<file path="src/rtl/mem_dump_sequencer.sv">
// rtl/mem_dump_sequencer.sv - walks data memory and streams each word MSB byte first to UART TX
module mem_dump_sequencer #(
  parameter int DATA_SIZE = 32,
  parameter int REG_SIZE  = 5,
  parameter int MEM_DEPTH = 32,
  parameter int BYTE_SIZE = 8
) (
  input  logic                 i_clock,
  input  logic                 i_reset,
  input  logic                 i_start,
  input  logic [DATA_SIZE-1:0] i_read_dm,
  input  logic                 i_tx_done,
  output logic                 o_debug_unit_flag,
  output logic                 o_memory_data_enable,
  output logic                 o_memory_data_read_enable,
  output logic [REG_SIZE-1:0]  o_memory_data_read_addr,
  output logic                 o_tx_start,
  output logic [BYTE_SIZE-1:0] o_tx_data,
  output logic                 o_busy,
  output logic                 o_done
);

  localparam int BYTES = DATA_SIZE / BYTE_SIZE;
  localparam int CNT_W = (BYTES > 1) ? $clog2(BYTES) : 1;
  localparam logic [REG_SIZE-1:0] LAST_ADDR = REG_SIZE'(MEM_DEPTH - 1);
  localparam logic [CNT_W-1:0]    LAST_BYTE = CNT_W'(BYTES - 1);

  typedef enum logic [2:0] {
    IDLE, READ_REQ, READ_WAIT, SEND, WAIT_TX, NEXT, DONE
  } state_t;

  state_t               state;
  logic [REG_SIZE-1:0]  addr;
  logic [CNT_W-1:0]     byte_cnt;
  logic [DATA_SIZE-1:0] word;
  logic [DATA_SIZE-1:0] word_shl;
  logic                 active;

  assign word_shl                = word << BYTE_SIZE;
  assign o_memory_data_read_addr = addr;
  assign o_busy                  = active;
  assign o_debug_unit_flag       = active;
  assign o_memory_data_enable    = active;

  // Every output is set on the transition into the state that owns it.
  always_ff @(posedge i_clock or posedge i_reset) begin
    if (i_reset) begin
      state                     <= IDLE;
      addr                      <= '0;
      byte_cnt                  <= '0;
      word                      <= '0;
      active                    <= 1'b0;
      o_memory_data_read_enable <= 1'b0;
      o_tx_start                <= 1'b0;
      o_tx_data                 <= '0;
      o_done                    <= 1'b0;
    end else begin
      case (state)
        IDLE: begin
          if (i_start) begin
            addr                      <= '0;
            byte_cnt                  <= '0;
            active                    <= 1'b1;
            o_memory_data_read_enable <= 1'b1;
            state                     <= READ_REQ;
          end
        end
        READ_REQ: state <= READ_WAIT;
        READ_WAIT: begin
          word                      <= i_read_dm;
          o_tx_data                 <= i_read_dm[DATA_SIZE-1 -: BYTE_SIZE];
          o_tx_start                <= 1'b1;
          o_memory_data_read_enable <= 1'b0;
          state                     <= SEND;
        end
        SEND: begin
          o_tx_start <= 1'b0;
          state      <= WAIT_TX;
        end
        WAIT_TX: begin
          if (i_tx_done) begin
            word <= word_shl;
            if (byte_cnt == LAST_BYTE) begin
              byte_cnt <= '0;
              state    <= NEXT;
            end else begin
              byte_cnt   <= byte_cnt + CNT_W'(1);
              o_tx_data  <= word_shl[DATA_SIZE-1 -: BYTE_SIZE];
              o_tx_start <= 1'b1;
              state      <= SEND;
            end
          end
        end
        NEXT: begin
          if (addr == LAST_ADDR) begin
            o_done <= 1'b1;
            state  <= DONE;
          end else begin
            addr                      <= addr + REG_SIZE'(1);
            o_memory_data_read_enable <= 1'b1;
            state                     <= READ_REQ;
          end
        end
        DONE: begin
          o_done    <= 1'b0;
          active    <= 1'b0;
          addr      <= '0;
          o_tx_data <= '0;
          state     <= IDLE;
        end
        default: state <= IDLE;
      endcase
    end
  end

endmodule

</file>
<file path="config.mk">
export PLATFORM = sky130hd
export DESIGN_NAME = mem_dump_sequencer
export DESIGN_NICKNAME = d
export VERILOG_FILES = /design/src/rtl/mem_dump_sequencer.sv
export SDC_FILE = /design/constraint.sdc
export NUM_CORES = 1
export LEC_CHECK = 0
export CORE_MARGIN = 3
export CORE_UTILIZATION = 50
export CTS_BUF_LIST = sky130_fd_sc_hd__clkbuf_8
export DETAILED_ROUTE_END_ITERATION = 10
export PLACE_DENSITY = 0.83
export SETUP_SLACK_MARGIN = 0.5
export SLEW_MARGIN = 10
export SYNTH_ARGS = -nofsm -noshare
export SYNTH_HDL_FRONTEND = slang
export SYNTH_SLANG_ARGS = --single-unit
</file>
<file path="constraint.sdc">
create_clock -name i_clock -period 2.6 [get_ports i_clock]
set_input_delay 0.52 -clock i_clock [delete_from_list [all_inputs] [get_ports i_clock]]
set_output_delay 0.52 -clock i_clock [all_outputs]
set_load 0.03 [all_outputs]
</file>
==> flow_summary.toml <==
[run_status]
status = "finished, final reports clean"

[routing]
first_iter_violations = 122
first_pass_iters = 4
vias = 1753
routed_wirelength_um = 4960
ant_nets = 0
wl_per_cell_um = 15.3
route.detailed.drc = 0
vias_per_cell = 5.41

[cts]
path_clk_slew_ns = 0.09
post_cts_buffers = 0
cts_buffers = 5
cts_tree = "built"
cts_buffer_depth = 2
htreeDepth = 2
cts_hold_buf = 0
clkLatencyLatePin_ns = 0.31
cts_sinks = 46
ctsResizeCount = 0
root_buffer = "clkbuf_8"

[logic_synthesis]
syn-num-nets = 243
avgSynthCellArea_um2 = 12.3
seq_area_frac_synth = 0.458
yosys_warnings = 0
syn_inst = 204
yosys.cell_types.count = 40
synth-seq-cells = 46
synthesis.area_mm2 = 0.00251

[setup_path]
endpoint_kind = "flop"
r2r-end = "word[17]"
worstSetupEndpoint = "word[17]"
crit_required_ns = 2.80
critPathLaunch = "state[2]"
criticalPathCategory = "flop to flop"
rr_worst_depth = 4
ff2ff_setup_slack_ns = 0.63
cp.arrival_ns = 2.17
rr_startpoint = "state[2]"
startpoint_type = "flop"
path_max_fanout = 19

[pwr]
p_leak_nw = 1.38
p_switching_mw = 1.38
seq_power_share = 0.353
pwr-share-clk = 0.148
combPwrFrac = 0.499
p_int_mw = 2.28
peakVddDrop_v = 0.000702
power_density_mw_per_mm2 = 1150
p_sw_frac = 0.377
p_total_mw = 3.66

[run]
drv_cap = 0

[grt]
grt_max_degree = 47
overflow = 0
grt_pass1_vias = 1792
grt_pass1_wl_um = 8300
antenna_found_initial = 0
track_usage = 0.175

[sta]
fmax_mhz = 507
worstMarginPinSlew_ns = 0.566
layout_worst_path_cycle_share = 0.759
report.final.slew_viol_count = 0
period_minus_slack_ns = 1.97
setup_viol = 0
finalSetupTns_ns = 0
slew_headroom = 0.622
rsz0062_at_grt = "false"
hold_viol_final = 0
skew_ns = 0.0112

[die]
core_area_mm2 = 0.00479
die_x_um = 76.9
io_pins = 55
start_util = 0.525
dieArea_mm2 = 0.00591
row_count = 25
die_h_um = 76.9

[place]
place_area_mm2 = 0.00306
dp.cells = 316
gp_congestion = 0.821
hpwl_um = 3550
port_buffers = 54

[worst_hold_path]
hp-class = "flop to flop"

[final_layout]
n_fill_cell = 395
stdcell_count = 324
diodes = 0
syn2layout_area_growth_pct = 26.4
layout_common_cells = "clkdlybuf4s50_1, dfrtp_1, mux2_4"
fin_nets = 295
mostFrequentLayoutCell = "clkdlybuf4s50_1"
drive_above_1_share = 0.230
fin_area_mm2 = 0.00318
## stage by stage
step                      hold WS, ns   util  setup slack [ns]
after global routing            0.525  0.664             0.516
final                           0.483  0.664             0.628
after floorplan                 0.466      -             0.754
after global placement          0.463  0.640             0.401
after CTS                       0.489  0.664             0.636
after detailed placement        0.470  0.640             0.350
## Yosys cell counts
library cell  instances  area share
buf_4                 2      0.0060
or3_1                 1      0.0025
dfrtp_1              46        0.46
mux2_2               13       0.058
clkbuf_1              4      0.0060
nand2b_1              6       0.015
buf_2                 4      0.0080
o31ai_1               2      0.0060
a21oi_4               2       0.013
nand4bb_1             1      0.0045
mux2i_1               9       0.036
ha_1                  3       0.015
nor2_1                2      0.0030
o21a_1                1      0.0030
nand4b_1              1      0.0035
nor4bb_1              3       0.012
nand3b_1              4       0.012
a21oi_1               8       0.016
buf_8                 1      0.0060
or4b_1                1      0.0040
a22o_1               11       0.038
nor2b_1               4       0.010
and3_1                1      0.0025
o41ai_1               1      0.0035
buf_6                 3       0.013
o2111ai_1             1      0.0035
and3b_1               1      0.0035
a21o_1                1      0.0030
buf_12                1      0.0080
o21ai_0              10       0.020
a31o_2                2      0.0070
and4bb_2              6       0.030
nor3b_1               2      0.0060
nor3b_4               1      0.0075
nor2_2                1      0.0025
mux2_4               19        0.11
nand4_1               2      0.0050
nand2_1               8       0.012
inv_1                12       0.018
nand3_1               3      0.0060
## power by group through the flow
stage	combinational (mW)	clock [mW]	sequential, mW
after floorplan	1.31	0	1.40
after global placement	1.79	0	1.29
after detailed placement	1.84	0	1.30
after CTS	1.85	0.549	1.29
after global routing	1.97	0.585	1.34
final	1.83	0.543	1.29
## registers in the layout (all words and copies together), names as in the netlist
name and flops:
o_tx_start 1, o_done 1, byte_cnt 2, state 3
o_busy 1, o_memory_data_read_enable 1, word 24, o_memory_data_read_addr 5
o_tx_data 8
## critical path, cell delays in order, from the launching register on
cell and delay, ns:
dfrtp_1 0.67, nor3b_4 0.26, buf_4 0.30, mux2_2 0.38, mux2_4 0.25
## layout make-up
cell class                 instances  area (um2)  area share
clock buffer                       5        68.8      0.0217
clock inverter                     3        45.0      0.0142
inverter                          12        45.0      0.0142
multi-input combinational        131        1200       0.377
sequential                        46        1150       0.362
tap                               67        83.8      0.0264
timing repair buffer              60         586       0.184
## kinds of logic (layout without fill, tap and decap cells)
logic type / count (synthesis) / after routing / synth area share
muxes: 41 / 41 / 0.208
adders and majority gates: 3 / 3 / 0.0149
and+or+nand+nor: 48 / 48 / 0.141
AOI/OAI and AO/OA: 39 / 39 / 0.113
buffers and inverters: 27 / 80 / 0.0652
DFF: 46 / 46 / 0.458
## worst min-delay path by stage
stage	start	to	slack (ns)	depth (start not counted)
final	o_tx_start	o_tx_start	0.48	2
after global routing	word[3]	word[3]	0.53	1
after global placement	o_tx_start	o_tx_start	0.46	2
after detailed placement	o_tx_start	o_tx_start	0.47	2
after floorplan	word[0]	word[0]	0.47	1
after CTS	o_tx_start	o_tx_start	0.49	2
## layer usage
layer	part of all wire	wire, um	GRT usage	vias up
met5	0	0	0	-
met4	0.019	94	0.0598	0
met3	0.049	244	0.0446	9
met2	0.50	2460	0.294	46
met1	0.44	2160	0.219	859
li1	-	-	-	839
Power figures use the tool's default switching activity.
